--- src/rtl/move_left_ctrl.sv ---
// move_left_ctrl: reads the board cells bordering the piece's left edge and reports whether it can shift left.
// Build option MOVE_LEFT_PIPELINE_EN overlaps each read with the compare of the previous cell.
//
// state | meaning
// IDLE  | waiting for Request
// READ  | read strobe issued (pipelined build: read/compare streaming)
// CMP   | BoardData valid for the cell read last cycle
// DONE  | Done pulse, result registers updated
module move_left_ctrl #(
  parameter int         BOARD_ROWS = 20,
  parameter int         BOARD_COLS = 16,
  parameter logic [2:0] EMPTY_CODE = 3'b000
) (
  input  logic       Clock,
  input  logic       Resetn,
  input  logic       Request,
  input  logic [1:0] currentBlock,
  input  logic [3:0] XPOS,
  input  logic [4:0] YPOS,
  output logic [4:0] BoardRow,
  output logic [3:0] BoardCol,
  output logic       BoardRd,
  input  logic [2:0] BoardData,
  output logic       Busy,
  output logic       Done,
  output logic       canMove,
  output logic [3:0] NewXPOS
);

  typedef enum logic [1:0] {IDLE, READ, CMP, DONE} state_t;

  state_t     state;
  logic [1:0] blk_q;
  logic [3:0] xpos_q;
  logic [4:0] ypos_q;
  logic [1:0] idx;
  logic [1:0] nxt;
  logic       fin;
  logic       fin_ok;
  logic [3:0] fin_x;
`ifdef MOVE_LEFT_PIPELINE_EN
  logic       cmp_pend;
  logic [1:0] cmp_idx;
`endif

  assign nxt = idx + 2'd1;

  function automatic logic [1:0] row_off(input logic [1:0] blk, input logic [1:0] k);
    case (blk)
      2'b10:   row_off = (k == 2'd0) ? 2'd2 : 2'd3;
      2'b11:   row_off = 2'd3;
      default: row_off = k + 2'd1;
    endcase
  endfunction

  function automatic int col_delta(input logic [1:0] blk, input logic [1:0] k);
    if (blk == 2'b11) return -1;
    else if (blk == 2'b01 && k == 2'd2) return 1;
    else return 0;
  endfunction

  function automatic logic [1:0] last_idx(input logic [1:0] blk);
    case (blk)
      2'b10:   last_idx = 2'd1;
      2'b11:   last_idx = 2'd0;
      default: last_idx = 2'd2;
    endcase
  endfunction

  // Cells below the bottom row count as occupied and are never read.
  function automatic logic off_board(input logic [4:0] ypos, input logic [3:0] xpos,
                                     input logic [1:0] blk, input logic [1:0] k);
    int r;
    int c;
    r = int'(ypos) + int'(row_off(blk, k));
    c = int'(xpos) + col_delta(blk, k);
    return (r > BOARD_ROWS - 1) || (c < 0) || (c > BOARD_COLS - 1);
  endfunction

  always_comb begin
    fin    = 1'b0;
    fin_ok = 1'b0;
    fin_x  = xpos_q;
    case (state)
      IDLE: begin
        fin_x = XPOS;
        if (Request && (XPOS == 4'd0 || off_board(YPOS, XPOS, currentBlock, 2'd0))) fin = 1'b1;
      end
`ifdef MOVE_LEFT_PIPELINE_EN
      READ: begin
        if (cmp_pend && BoardData != EMPTY_CODE) fin = 1'b1;
        else if (cmp_pend && cmp_idx == last_idx(blk_q)) begin
          fin    = 1'b1;
          fin_ok = 1'b1;
        end else if (BoardRd && idx != last_idx(blk_q) && off_board(ypos_q, xpos_q, blk_q, nxt))
          fin = 1'b1;
      end
`else
      CMP: begin
        if (BoardData != EMPTY_CODE) fin = 1'b1;
        else if (idx == last_idx(blk_q)) begin
          fin    = 1'b1;
          fin_ok = 1'b1;
        end else if (off_board(ypos_q, xpos_q, blk_q, nxt)) fin = 1'b1;
      end
`endif
      default: ;
    endcase
  end

  always_ff @(posedge Clock or negedge Resetn) begin
    if (!Resetn) begin
      state    <= IDLE;
      Busy     <= 1'b0;
      Done     <= 1'b0;
      canMove  <= 1'b0;
      NewXPOS  <= 4'd0;
      BoardRd  <= 1'b0;
      BoardRow <= 5'd0;
      BoardCol <= 4'd0;
      idx      <= 2'd0;
      blk_q    <= 2'd0;
      xpos_q   <= 4'd0;
      ypos_q   <= 5'd0;
`ifdef MOVE_LEFT_PIPELINE_EN
      cmp_pend <= 1'b0;
      cmp_idx  <= 2'd0;
`endif
    end else begin
      Done <= 1'b0;
      case (state)
        IDLE: if (Request) begin
          blk_q    <= currentBlock;
          xpos_q   <= XPOS;
          ypos_q   <= YPOS;
          idx      <= 2'd0;
          Busy     <= 1'b1;
          BoardRd  <= 1'b1;
          BoardRow <= YPOS + {3'b000, row_off(currentBlock, 2'd0)};
          BoardCol <= XPOS + 4'(col_delta(currentBlock, 2'd0));
          state    <= READ;
`ifdef MOVE_LEFT_PIPELINE_EN
          cmp_pend <= 1'b0;
`endif
        end
`ifdef MOVE_LEFT_PIPELINE_EN
        READ: begin
          cmp_pend <= BoardRd;
          cmp_idx  <= idx;
          if (BoardRd && idx != last_idx(blk_q)) begin
            idx      <= nxt;
            BoardRow <= ypos_q + {3'b000, row_off(blk_q, nxt)};
            BoardCol <= xpos_q + 4'(col_delta(blk_q, nxt));
          end else begin
            BoardRd <= 1'b0;
          end
        end
`else
        READ: begin
          BoardRd <= 1'b0;
          state   <= CMP;
        end
        CMP: begin
          idx      <= nxt;
          BoardRd  <= 1'b1;
          BoardRow <= ypos_q + {3'b000, row_off(blk_q, nxt)};
          BoardCol <= xpos_q + 4'(col_delta(blk_q, nxt));
          state    <= READ;
        end
`endif
        DONE: begin
          Busy  <= 1'b0;
          state <= IDLE;
        end
        default: state <= IDLE;
      endcase
      // Finishing overrides whatever progress the state branch scheduled.
      if (fin) begin
        state   <= DONE;
        Done    <= 1'b1;
        BoardRd <= 1'b0;
        canMove <= fin_ok;
        NewXPOS <= fin_ok ? fin_x - 4'd1 : fin_x;
      end
    end
  end

endmodule

--- config.mk ---
export PLATFORM = sky130hd
export DESIGN_NAME = move_left_ctrl
export DESIGN_NICKNAME = d
export VERILOG_FILES = /design/src/rtl/move_left_ctrl.sv
export SDC_FILE = /design/constraint.sdc
export NUM_CORES = 1
export LEC_CHECK = 0
export BUFFER_PORTS_ARGS = -buffer_cell sky130_fd_sc_hd__buf_2
export CORE_MARGIN = 2
export CORE_UTILIZATION = 59
export CTS_BUF_LIST = sky130_fd_sc_hd__clkbuf_4 sky130_fd_sc_hd__clkbuf_8
export DETAILED_ROUTE_END_ITERATION = 7
export MAX_ROUTING_LAYER = met4
export PLACE_DENSITY = 0.83
export SYNTH_ARGS = -nofsm -noshare
export SYNTH_HDL_FRONTEND = slang
export SYNTH_SLANG_ARGS = --single-unit
--- constraint.sdc ---
create_clock -name Clock -period 3.52 [get_ports Clock]
set_clock_uncertainty 0.05 [all_clocks]
set_input_delay 0.352 -clock Clock [delete_from_list [all_inputs] [get_ports Clock]]
set_output_delay 0.352 -clock Clock [all_outputs]
set_load 0.02 [all_outputs]
# After elaboration in Yosys (flattened, before gate mapping)
# Cells that the tools add are included.
# word_totals
elab_cells	106
out_inout_bits	17
input_bits	17
regBits	32
# op_classes
muxes	47
magnitude_cmp	6
eq_ne	12
n_addsub	11
n_reduce_logical	18
# ops
cell	count
2-to-1 mux 32 bit	6
adder 5 x 32 -> 32 bit	2
greater-than comparator 32 x 5 -> 1 bit, second input constant	2
< comparator 32 x 1 -> 1 bit, second input constant	2
2-to-1 mux 2 bit	12
2-to-1 mux 4 bit	6
case mux 2 bit (2 select lines)	4
== test 2 bit, second input constant	7
adder 5 x 2 -> 6 bit	2
greater-than comparator 6 x 5 -> 1 bit, second input constant	2
2-to-1 mux 1 bit	12
adder 5 x 2 -> 5 bit	2
case mux 5 bit (2 select lines)	1
adder 4 bit	2
case mux 2 bit (4 select lines)	1
case mux 4 bit (2 select lines)	1
AND reduction 2 bit	4
logical OR 1 bit	5
2-to-1 mux 5 bit	1
adder 2 x 1 -> 2 bit, second input constant	2
== test 2 x 1 -> 1 bit, second input constant	2
zero test 2 bit	2
zero test 4 bit	1
case mux 1 bit (2 select lines)	2
9 further kinds	11

# Depth between registers and ports, before layout
# Gate-level depths: netlist (run 1).
# logic_depth
ltp_word	18
depth_mapped	15
depth_no_buf	15

# Worst setup path after synthesis (run 1)
# No wires, ideal clock.
# synth_timing
path_kind	input-to-reg
start	in XPOS[0]
end	reg NewXPOS[0]
path_buffers	1
setup_ps	125
path_slack_ps	225
required_time_ps	3345
arrival_ps	3121
cell_stages	13
path_cell_list	clkbuf_1 -> and3_1 -> ha_1 -> nor3_1 -> nor2_1 -> o21ai_0 -> ha_1 -> nor4b_1 -> and4b_1 -> nand4_1 -> or4_1 -> a22oi_4 -> mux2_2
# synth_between
elab_chain_len	8
word_cells_on_any_way	13
classes_between	add/sub: 2; order compare: 2; mux: 4; reduce/logical: 5
# synth_rtl
item	line	rtl
start: declaration	18	input logic [3:0] XPOS,
adder 5 x 32 -> 32 bit	76	c = int'(xpos) + col_delta(blk, k);
< comparator 32 x 1 -> 1 bit	77	return (r > BOARD_ROWS - 1) || (c < 0) || (c > BOARD_COLS - 1);
logical OR 1 bit (2 in series)	77	
logical OR 1 bit	87	if (Request && (XPOS == 4'd0 || off_board(YPOS, XPOS, currentBlock, 2'd0))) fin = 1'b1;
logical AND 1 bit	87	
2-to-1 mux 1 bit	87	
case mux 1 bit (2 select lines)	84	case (state)
end signal: assignment	183	NewXPOS <= fin_ok ? fin_x - 4'd1 : fin_x;
end: declaration	27	output logic [3:0] NewXPOS
# Parallel ways exist; a longest one is shown, timed or not.
# A chain may end at the register's enable or synchronous reset.

# Worst setup path in the final report (run 1)
# layout_timing
start	reg idx[1]
end	reg NewXPOS[2]
# layout_between
elab_chain_len	16
word_cells_on_any_way	31
classes_between	add/sub: 4; order compare: 3; eq/ne: 2; mux: 18; reduce/logical: 4
# layout_rtl
item	line	rtl
start: declaration	36	logic [1:0] idx;
start signal: assignment	164	idx <= nxt;
adder 2 x 1 -> 2 bit	46	assign nxt = idx + 2'd1;
== test 2 bit	58	else if (blk == 2'b01 && k == 2'd2) return 1;
logical AND 1 bit	58	
2-to-1 mux 1 bit	58	
2-to-1 mux 32 bit	n/a	
2-to-1 mux 32 bit	101	else if (idx == last_idx(blk_q)) begin
2-to-1 mux 32 bit	100	if (BoardData != EMPTY_CODE) fin = 1'b1;
2-to-1 mux 32 bit	84	
adder 5 x 32 -> 32 bit	76	
< comparator 32 x 1 -> 1 bit	77	
logical OR 1 bit (2 in series)	77	
2-to-1 mux 1 bit	104	end else if (off_board(ypos_q, xpos_q, blk_q, nxt)) fin = 1'b1;
2-to-1 mux 1 bit	101	
2-to-1 mux 1 bit	100	
case mux 1 bit (2 select lines)	84	
# Parallel ways exist; a longest one is shown, timed or not. The select of a mux whose other input is x is not followed.

==> metrics.md, run 1 <==
| Metric | Value |
|---|---|
| P per Cell Area | 895 nW/um^2 |
| Post-synthesis cell type count | 45 |
| Tmin final | 3.21 ns |
| Leak | 1.29 nW |
| Reg clk slew, reported paths | 0.08 ns |
| Final hold violation count | 0 |
| Worst skew pair latency | slightly below 0.3 ns |
| Antenna violations before repair | 0 |
| Simple-Gate Fraction of Synth Area | 20.0% |
| Yosys warning count | 0 |
| Num CTS Buffers | 5 |
| Synthesis-stage register bit count | 32 |
| Slowest-stage cell, CP | dfrtp_1 |
| Die Span X | 66.7 microns |
| Fin. max-slew vios | 0 |
| HP Class | primary input to async pin |
| RSZ-0062 raised after global routing | no |
| Synth Flop Type | dfrtp_1 |
| 1st-pass router iterations | 4 |
| Clk root buf | clkbuf_8 |
| Arr. time, crit path | ~3.3 ns |
| Residual DRC count | 0 |
| Mapped Area | 2320 sq um |
| N_diodes | 0 |
| First-pass GRT wire length | 8.48 mm |
| CP required | 3.63 ns |
| CP cell instances | inv_1 -> ha_1 -> nor2_1 -> nor2_1 -> ha_2 -> buf_4 -> o21ai_0 -> ha_1 -> nand2_1 -> nor3_1 -> nand4_1 -> nor4_2 -> nand4_1 -> a22oi_4 -> mux2_2 |
| Final wirelength | between 5 and 6 mm |
| Fmax achieved | just over 0.3 GHz |
| Register area share after synthesis | 34.5% |
| Core area | 3720 sq um |
| IO Count | 34 |
| # H-tree levels | 2 |
| Post-route cell area | between 2000 and 3000 sq um |
| Starting density of the core | 62.5% |
| Crit start category | register |
| Clock Tree Buf Depth | 2 |
| Total number of vias | 2,010 |
| R2R depth | 15 |
| TNS Setup | 0 ns |
| WS Path Type | register to register |
| Routability Congestion | 0.906 |
| Final period utilization | 91.2% |
| Max stage delay on crit path | 0.42 ns |
| Final nets | 345 |
| Cells after Synth | 262 |
| Worst vdd ir | 358 uV |
| Total grt overflow | 0 |
| Critical path capture point type | register |
| Mean Syn Cell Area | 8.86 sq um |
| Actual slew at the worst max-slew pin | 0.788 ns |
| Complex-gate fraction of the synthesized area | 13.7% |
| Num Clock Sinks | 32 |
| Non-Filler Instances | 349 |
| Die ar. | 4450 sq um |
| I/O Buffers | 33 |
| Outcome | finished clean |
| Vias per std cell | 5.76 |
| Post-Synth Adder-Cell Area | 15.7% |
| Initial drt markers | 114 |
| Placed Area | 2550 sq um |
| Largest family of logic cells by synthesized area | simple AND/OR/NAND/NOR gates |
| Antenna-violating nets left | 0 |
| Crit path max fanout | 5 |
| Area Overhead vs Synth | 15.8% |
| Slew margin rel. | 47.1% |
| Asr flop ratio synth | 100% |
| Largest net degree at the start of global routing | 33 |
| Die span in y | 66.7 microns |
| Post-synthesis mux area share | 5.39% |
| Syn_nets | roughly 310 |
| # rows | 22 |
| Vias in the first global route | 1,840 |
| XOR/XNOR Fraction of Synth Area | 6.79% |
| TritonCTS clock tree | done |
| Drt wl/cell | 15.0 microns |
| HPWL Detailed | 3.86 mm |
| Hold_buf cts | 0 |
| Layout cells sized above 1 | 19.9% |
| Layout Utilization | 72.4% |
| Dpl cells | 339 |
| Reg2Reg Setup Slack | about 0.3 ns |
| Setup violators final | 0 |
| Number of synthesized flops with an enable pin | 0 |
| MaxCap Viol Count | 0 |
| Tot GR Track Use | between 20% and 30% |
==> synthesized netlist by cell type, types with 2 or more instances <==
| cell type | number | area (sq um) |
|---|---|---|
| nand2_1 | 50 | 188 |
| dfrtp_1 | 32 | 801 |
| ha_1 | 26 | 325 |
| o21ai_0 | 22 | 110 |
| nor2_1 | 19 | 71.3 |
| inv_1 | 11 | 41.3 |
| xnor2_1 | 10 | 87.6 |
| clkbuf_1 | 8 | 30.0 |
| mux2i_1 | 8 | 80.1 |
| xor2_1 | 8 | 70.1 |
| nor3_1 | 6 | 30.0 |
| a21oi_1 | 5 | 25.0 |
| a22oi_1 | 5 | 37.5 |
| mux2_2 | 4 | 45.0 |
| nand4_1 | 4 | 25.0 |
| nor4_1 | 4 | 25.0 |
| o211ai_1 | 3 | 22.5 |
| or3_1 | 3 | 18.8 |
| a221oi_1 | 2 | 17.5 |
| buf_2 | 2 | 10.0 |
| clkinv_1 | 2 | 7.51 |
| fa_1 | 2 | 40.0 |
| nand2b_1 | 2 | 12.5 |
| nand3_1 | 2 | 10.0 |
| nor2b_1 | 2 | 12.5 |
==> cells in the final DEF (no fill, tap or decap), types with 3 or more instances in the layout <==
cell type / netlist / layout
nor4_1: 4 / 3
inv_1: 11 / 11
buf_2: 2 / 33
buf_4: 0 / 8
nor3_1: 6 / 6
dfrtp_1: 32 / 32
or3_1: 3 / 3
nand2_1: 50 / 50
nand4_1: 4 / 4
xnor2_1: 10 / 10
a21oi_1: 5 / 5
xor2_1: 8 / 8
ha_1: 26 / 24
clkbuf_8: 0 / 5
o21ai_0: 22 / 22
a22oi_1: 5 / 5
o211ai_1: 3 / 3
mux2_2: 4 / 4
mux2i_1: 8 / 8
nor2_1: 19 / 19
==> path summary, 6_finish.rpt <==
check                      startpoint          to
setup reg to reg               idx[1]  NewXPOS[2]
max in group asynchronous      Resetn   ypos_q[4]
hold reg to reg               canMove     canMove
min in group Clock            YPOS[0]   ypos_q[0]
setup / recovery               idx[1]  NewXPOS[2]
hold / removal                 Resetn  NewXPOS[1]
==> flip-flops by register name (all words and copies together), names as in the netlist, 2 cells and up <==
| register | cells |
|---|---|
| ypos_q | 5 |
| BoardCol | 4 |
| NewXPOS | 4 |
| idx | 2 |
| state | 2 |
| BoardRow | 5 |
| blk_q | 2 |
| xpos_q | 4 |
==> area by class of cell <==
| type | count | area, sq um |
|---|---|---|
| clock buffer | 6 | 76.3 |
| clock inverter | 2 | 35.0 |
| fill | 297 | 1030 |
| inverter | 13 | 48.8 |
| multi-input combinational | 207 | 1440 |
| sequential | 32 | 801 |
| tap | 48 | 60.1 |
| timing repair buffer | 41 | 225 |
==> critical path, delay by kind of cell (launching register included) <==
family	cells	cell delay, ns
DFF	1	0.42
muxes	1	0.38
buffers and inverters	2	0.21
and+or+nand+nor	7	1.02
adders and majority gates	3	0.52
AOI/OAI and AO/OA	2	0.49
==> per-stage QoR <==
stage / total power [mW] / hold WS (ns) / worst slack [ns]
floorplan: 1.67 / 0.00641 / 0.225
CTS: 2.38 / 0.0903 / 0.107
finish: 2.41 / 0.0653 / 0.309
global route: 2.63 / 0.127 / 0.0617
detailed placement: 2.02 / 0.393 / 0.101
global placement: 1.97 / 0.386 / 0.229
==> timing repair <==
action	in CTS	in global routing
buffers inserted	0	2
resized for setup	0	3
setup endpoints to repair	0	8
==> kinds of logic (layout without fill, tap and decap cells) <==
group / Yosys count / count (layout)
DFF: 32 / 32
AOI/OAI and AO/OA: 48 / 48
buffers and inverters: 23 / 62
adders and majority gates: 28 / 28
muxes: 12 / 12
xor gates and xnor gates: 18 / 18
and+or+nand+nor: 101 / 101
==> report_power, final <==
group	leakage, nW	switching, mW	total [mW]	internal (mW)
clock	0.0586	0.143	0.361	0.218
sequential	0.394	0.161	0.709	0.548
combinational	0.838	0.784	1.34	0.554
total	1.29	1.09	2.41	1.32
==> routing by layer <==
| metal | global-route usage [%] | vias up | part of all wire, % |
|---|---|---|---|
| li1 | - | 990 | - |
| met5 | - | - | 0 |
| met1 | 35.2 | 961 | 46 |
| met3 | 4.39 | 9 | 4.6 |
| met2 | 40.5 | 50 | 47 |
| met4 | 8.93 | 0 | 1.8 |
No activity file was read; power rests on OpenSTA's default activity.
==> run 2, diff against run 1 <==
==> constraint.sdc (replaced) <==
create_clock -name Clock -period 3.4 [get_ports Clock]
set_clock_uncertainty 0.05 [all_clocks]
set_input_delay 0.34 -clock Clock [delete_from_list [all_inputs] [get_ports Clock]]
set_output_delay 0.34 -clock Clock [all_outputs]
set_load 0.02 [all_outputs]
==> run 2 against run 1 <==
Compared with the run above:
- routed wire length increased by 1.4%
- non-clock buffer count increased by 3
- worst setup slack got worse by 0.091 ns
- final cell count increased by 0.86%
==> metrics.md, run 2 (same netlist as run 1, synthesis figures left out) <==
| Metric | Value |
|---|---|
| Vias per std cell | 5.73 (-0.51%) |
| Final period utilization | 93.6% (+2.4 points) |
| TritonCTS clock tree | done |
| Seq pwr share | 29.4% (about the same) |
| Clock Tree Buf Depth | 2 (unchanged) |
| HPWL Detailed | 3.91 mm (+1.4%) |
| Die Span X | 66.7 microns (unchanged) |
| RR Endpoint | NewXPOS[2] |
| Residual DRC count | 0 (unchanged) |
| Sw frac | 46.3% (+1.1 points) |
| Postcts setup bufs | 0 (unchanged) |
| Outcome | finished clean |
| Worst vdd ir | 394 uV (+9.9%) |
| Dpl cells | 344 (+1.5%) |
| Commonest non-fill, non-tap cells in the layout | 50 x nand2_1, 33 x buf_2, 32 x dfrtp_1 |
| Starting density of the core | 62.5% (unchanged) |
| TNS Setup | 0 ns (unchanged) |
| HP Class | primary input to async pin |
| Die span in y | 66.7 microns (unchanged) |
| Die ar. | 4450 sq um (unchanged) |
| Largest net degree at the start of global routing | 33 (unchanged) |
| Initial drt markers | 118 (+3.5%) |
| Total net switching power | 1.13 mW (+3.8%) |
| Worst skew pair latency | 0.29 ns (about the same) |
| Drt wl/cell | 15.1 microns (+0.53%) |
| # H-tree levels | 2 (unchanged) |
| Antenna-violating nets left | 0 (unchanged) |
| Actual slew at the worst max-slew pin | 0.829 ns (+0.0417 ns) |
| Most common cell after layout, fill and taps aside | nand2_1 |
| Reg clk slew, reported paths | 0.08 ns (about the same) |
| Setup violators final | 0 (unchanged) |
| MaxCap Viol Count | 0 (unchanged) |
| Pint | 1.31 mW (-0.63%) |
| Total number of vias | 2,017 (+0.35%) |
| Routability Congestion | 0.841 (-7.2%) |
| Tot GR Track Use | 27.8% (+1.5 points) |
| Tmin final | 3.18 ns (-0.0285 ns) |
| Critical path capture point type | register |
| 1st-pass router iterations | 4 (unchanged) |
| Top flop regs | BoardRow: 5 flops, ypos_q: 5 flops |
| Non-Filler Instances | 352 (+0.86%) |
| Fmax achieved | 0.314 GHz (+0.90%) |
| Slew margin rel. | 44.3% (-2.8 points) |
| Leak | 1.30 nW (+0.70%) |
| Total grt overflow | 0 (unchanged) |
| CP required | 3.51 ns (-0.12 ns) |
| Area Overhead vs Synth | 15.9% (about the same) |
| Crit path max fanout | 6 (+1) |
| Core area | 3720 sq um (unchanged) |
| Most frequent CP cell | ha_1 |
| Fin. max-slew vios | 0 (unchanged) |
| I/O Buffers | 33 (unchanged) |
| WS Path Type | register to register |
| P per Cell Area | 907 nW/um^2 (+1.3%) |
| CP cell instances | inv_1 -> ha_1 -> nor2_1 -> nor2_1 -> ha_1 -> buf_4 -> o21ai_0 -> ha_1 -> nand2_1 -> nor3_1 -> nand4_1 -> nor4_2 -> nand4_1 -> a22oi_4 -> mux2_2 |
| Crit path from | idx[1] |
| N_diodes | 0 (unchanged) |
| Num Clock Sinks | 32 (unchanged) |
| R2R depth | 15 (unchanged) |
| Buf/Inv on CP | 2 (unchanged) |
| Final nets | 348 (+0.87%) |
| Num CTS Buffers | 5 (unchanged) |
| Arr. time, crit path | 3.29 ns (-0.03 ns) |
| Combinational share of power | 58.0% (+2.4 points) |
| Vias in the first global route | 1,911 (+3.9%) |
| Final hold violation count | 0 (unchanged) |
| # rows | 22 (unchanged) |
| Layout cells sized above 1 | 20.4% (+0.46 points) |
| Clock share of power | 12.5% (-2.5 points) |
| Final wirelength | 5.30 mm (+1.4%) |
| IO Count | 34 (unchanged) |
| Clk root buf | clkbuf_8 |
| Reg2reg start | idx[1] |
| Max stage delay on crit path | 0.41 ns (about the same) |
| First-pass GRT wire length | 8.90 mm (+5.0%) |
| Antenna violations before repair | 0 (unchanged) |
| Slowest-stage cell, CP | dfrtp_1 |
| Reg2Reg Setup Slack | 0.22 ns (-0.09 ns) |
| Cell family with most CP delay | simple AND/OR/NAND/NOR gates |
| Crit start category | register |
-- run 2: per-stage QoR --
stage	area, sq um	power [mW]	setup WS, ns	hold WS, ns	util, %
2_1_floorplan	2320	1.73	0.117	-0.00559	-
3_3_place_gp	2590	2.06	0.0997	0.372	69.7
3_5_place_dp	2590	2.11	-0.00167	0.377	69.7
4_1_cts	2680	2.44	0.180	0.0669	72.2
5_1_grt	2690	2.67	-0.0164	0.111	72.4
6_report	2690	2.44	0.217	0.0547	72.4
-- run 2: final cells by class --
cell class,instances,area [sq um]
clock inverters,2,10.0
clock buffers,6,82.6
fillers,289,1020
inverters,13,48.8
well taps,48,60.1
multi-input cells,207,1440
repair buffers,44,248
flip-flops and latches,32,801
-- run 2: how the worst max path moves through the flow --
stage                      end  cells past startpoint
finish              NewXPOS[2]                     15
global route        NewXPOS[2]                     14
global placement    NewXPOS[2]                     14
detailed placement  NewXPOS[2]                     14
CTS                 NewXPOS[2]                     15
floorplan           NewXPOS[0]                     13
-- run 2: repair_timing --
item | in CTS | in global routing
setup endpoints to repair | 0 | 5
gates resized for setup | 0 | 2
hold buffers | 0 | 0
-- run 2: metal layers --
metal / track usage (%) / wire, microns
met3: 4.56 / 193
met1: 36.8 / 2420
met5: - / 0
met4: 11.7 / 102
met2: 42.4 / 2590
-- run 2: power by group through the flow --
stage                     clock network [mW]  registers [mW]  logic (mW)
after floorplan                            0           0.807       0.919
after detailed placement                   0           0.723        1.39
after CTS                              0.308           0.718        1.41
after global placement                     0           0.713        1.35
final                                  0.305           0.718        1.42
after global routing                   0.331           0.742        1.60
==> run 3, diff against run 2 <==
==> constraint.sdc (replaced) <==
create_clock -name Clock -period 3.4 [get_ports Clock]
set_clock_uncertainty 0.05 [all_clocks]
set_input_delay 0.51 -clock Clock [delete_from_list [all_inputs] [get_ports Clock]]
set_output_delay 0.51 -clock Clock [all_outputs]
set_load 0.02 [all_outputs]
==> run 3 against run 2 <==
Compared with the run above:
- critical endpoint is now NewXPOS[1]
- sequential cell count unchanged
- power about the same
- combinational power about the same
- utilization up 1.5 points
==> metrics.md, run 3 (same netlist as run 1, synthesis figures left out) <==
| Metric | Value |
|---|---|
| Final hold violation count | 0 (unchanged) |
| IO Count | 34 (unchanged) |
| Starting density of the core | 62.5% (unchanged) |
| Reg clk slew, reported paths | 0.07 ns (about the same) |
| TritonCTS clock tree | done |
| Clk root buf | clkbuf_8 |
| Non-Filler Instances | 358 (+1.7%) |
| RSZ-0062 raised after global routing | no |
| Vias per std cell | 5.70 (-0.46%) |
| Worst vdd ir | 382 uV (-3.0%) |
| WS Path Type | register to register |
| Layout fillers | 278 (-3.8%) |
| Clock share of power | 12.6% (about the same) |
| Layout cells sized above 1 | 22.9% (+2.5 points) |
| Top flop regs | BoardRow: 5 flops, ypos_q: 5 flops |
| CP required | 3.53 ns (+0.02 ns) |
| Busiest layer in global routing | met2 |
| Sw frac | 46.0% (-0.23 points) |
| Fin. max-slew vios | 0 (unchanged) |
| Vias in the first global route | 1,806 (-5.5%) |
| Hold_buf cts | 0 (unchanged) |
| HPWL Detailed | 3.88 mm (-0.82%) |
| Core area | 3720 sq um (unchanged) |
| Clock Tree Buf Depth | 2 (unchanged) |
| Worst skew pair latency | 0.29 ns (about the same) |
| Antenna violations before repair | 0 (unchanged) |
| Largest net degree at the start of global routing | 33 (unchanged) |
| Actual slew at the worst max-slew pin | 0.774 ns (-0.0553 ns) |
| Slew margin rel. | 48.0% (+3.7 points) |
| HP Class | primary input to async pin |
| First-pass GRT wire length | 8.49 mm (-4.7%) |
| Crit path max fanout | 6 (unchanged) |
| Tot GR Track Use | 26.7% (-1.1 points) |
| Initial drt markers | 152 (+29%) |
| Total net switching power | 1.12 mW (-0.49%) |
| Antenna-violating nets left | 0 (unchanged) |
| Drt wl/cell | 14.4 microns (-4.6%) |
| Leak | 1.33 nW (+2.4%) |
| I/O Buffers | 33 (unchanged) |
| Most common cell after layout, fill and taps aside | nand2_1 |
| Seq pwr share | 29.3% (about the same) |
| Residual DRC count | 0 (unchanged) |
| Grt met1 use | 35.1% (-1.7 points) |
| Num CTS Buffers | 5 (unchanged) |
| N_diodes | 0 (unchanged) |
| Fmax achieved | 0.316 GHz (+0.46%) |
| Final nets | 354 (+1.7%) |
| Outcome | finished clean |
| Final period utilization | 93.2% (-0.43 points) |
| Total number of vias | 2,042 (+1.2%) |
| Die span in y | 66.7 microns (unchanged) |
| Multi-input gate area | 1450 sq um (+0.87%) |
| Setup violators final | 0 (unchanged) |
| TNS Setup | 0 ns (unchanged) |
| Register area | 801 sq um (unchanged) |
| Final wirelength | 5.14 mm (-3.0%) |
| # H-tree levels | 2 (unchanged) |
| Num Clock Sinks | 32 (unchanged) |
| 1st-pass router iterations | 4 (unchanged) |
| Tmin final | 3.17 ns (-0.0145 ns) |
| Routing usage on met3 | 5.24% (+0.68 points) |
| Die ar. | 4450 sq um (unchanged) |
| Total grt overflow | 0 (unchanged) |
| Combinational share of power | 58.2% (+0.2 points) |
| Arr. time, crit path | 3.30 ns (about the same) |
| Met2 usage | 41.0% (-1.4 points) |
| Critical path capture point type | register |
| Dpl cells | 349 (+1.5%) |
| # rows | 22 (unchanged) |
| Crit start category | register |
| Reg2Reg Setup Slack | 0.23 ns (about the same) |
| P per Cell Area | 888 nW/um^2 (-2.1%) |
| Tot Pwr | 2.44 mW (about the same) |
| Routability Congestion | 0.806 (-4.1%) |
| Area Overhead vs Synth | 18.4% |
| Pint | 1.32 mW (+0.44%) |
| MaxCap Viol Count | 0 (unchanged) |
| Die Span X | 66.7 microns (unchanged) |
| Commonest non-fill, non-tap cells in the layout | 50 x nand2_1, 33 x buf_2, 32 x dfrtp_1 |
==> run 3: cell count changes in the layout (fill, tap and decap cells not counted), sizes merged <==
cell | previous run | this run
buf | 44 | 50
==> run 3: what timing repair did <==
action                     CTS  global route
buffers inserted             0             1
gates resized for setup      0             6
setup endpoints to repair    0             7
==> run 3: stage by stage <==
stage                     area, sq um  util, %  setup WS [ns]  hold WS, ns
after global placement           2630     70.7        -0.0757        0.404
after floorplan                  2320        -         0.0545        0.164
after detailed placement         2630     70.7         -0.194        0.420
after global routing             2750     74.0        0.00705        0.274
after CTS                        2720     73.2         0.0961        0.231
final                            2750     74.0          0.232        0.208
==> run 3: worst paths after layout <==
check	from	endpoint	cells past startpoint
min	Resetn	NewXPOS[3]	1
min in group Clock	YPOS[0]	ypos_q[0]	3
max reg2reg	idx[1]	NewXPOS[1]	14
max in group asynchronous	Resetn	ypos_q[3]	1
max	idx[1]	NewXPOS[1]	14
min reg2reg	canMove	canMove	1
==> run 3: layer usage <==
metal	share of wire, %	routed length [microns]
met1	47	2410
met2	46	2340
met3	5.7	295
met4	1.9	97
met5	0	0
==> run 3: worst max-delay path, cell delays in order (launching register included) <==
cell and delay, ns:
dfrtp_1 0.43, inv_1 0.08, ha_1 0.15, nor2_1 0.05
nor2_1 0.10, ha_1 0.19, ha_2 0.24, o21ai_0 0.12
ha_1 0.20, nor3_1 0.19, nand4_1 0.13, nor4_2 0.28
nand4_1 0.19, a22oi_4 0.28, mux2_2 0.38
==> run 3: power groups by stage <==
| stage | clock network, mW | registers, mW | logic (mW) |
|---|---|---|---|
| after floorplan | 0 | 0.807 | 0.919 |
| after global placement | 0 | 0.713 | 1.35 |
| after detailed placement | 0 | 0.721 | 1.40 |
| after CTS | 0.309 | 0.715 | 1.41 |
| after global routing | 0.331 | 0.740 | 1.60 |
| final | 0.306 | 0.714 | 1.42 |
==> run 3: final cells by class <==
cell class | count | share of cell area [%]
well taps | 48 | 2.18
flip-flops and latches | 32 | 29.1
clock buffers | 6 | 3.00
repair buffers | 50 | 10.7
multi-input cells | 207 | 52.9
clock inverters | 2 | 0.364
inverters | 13 | 1.78
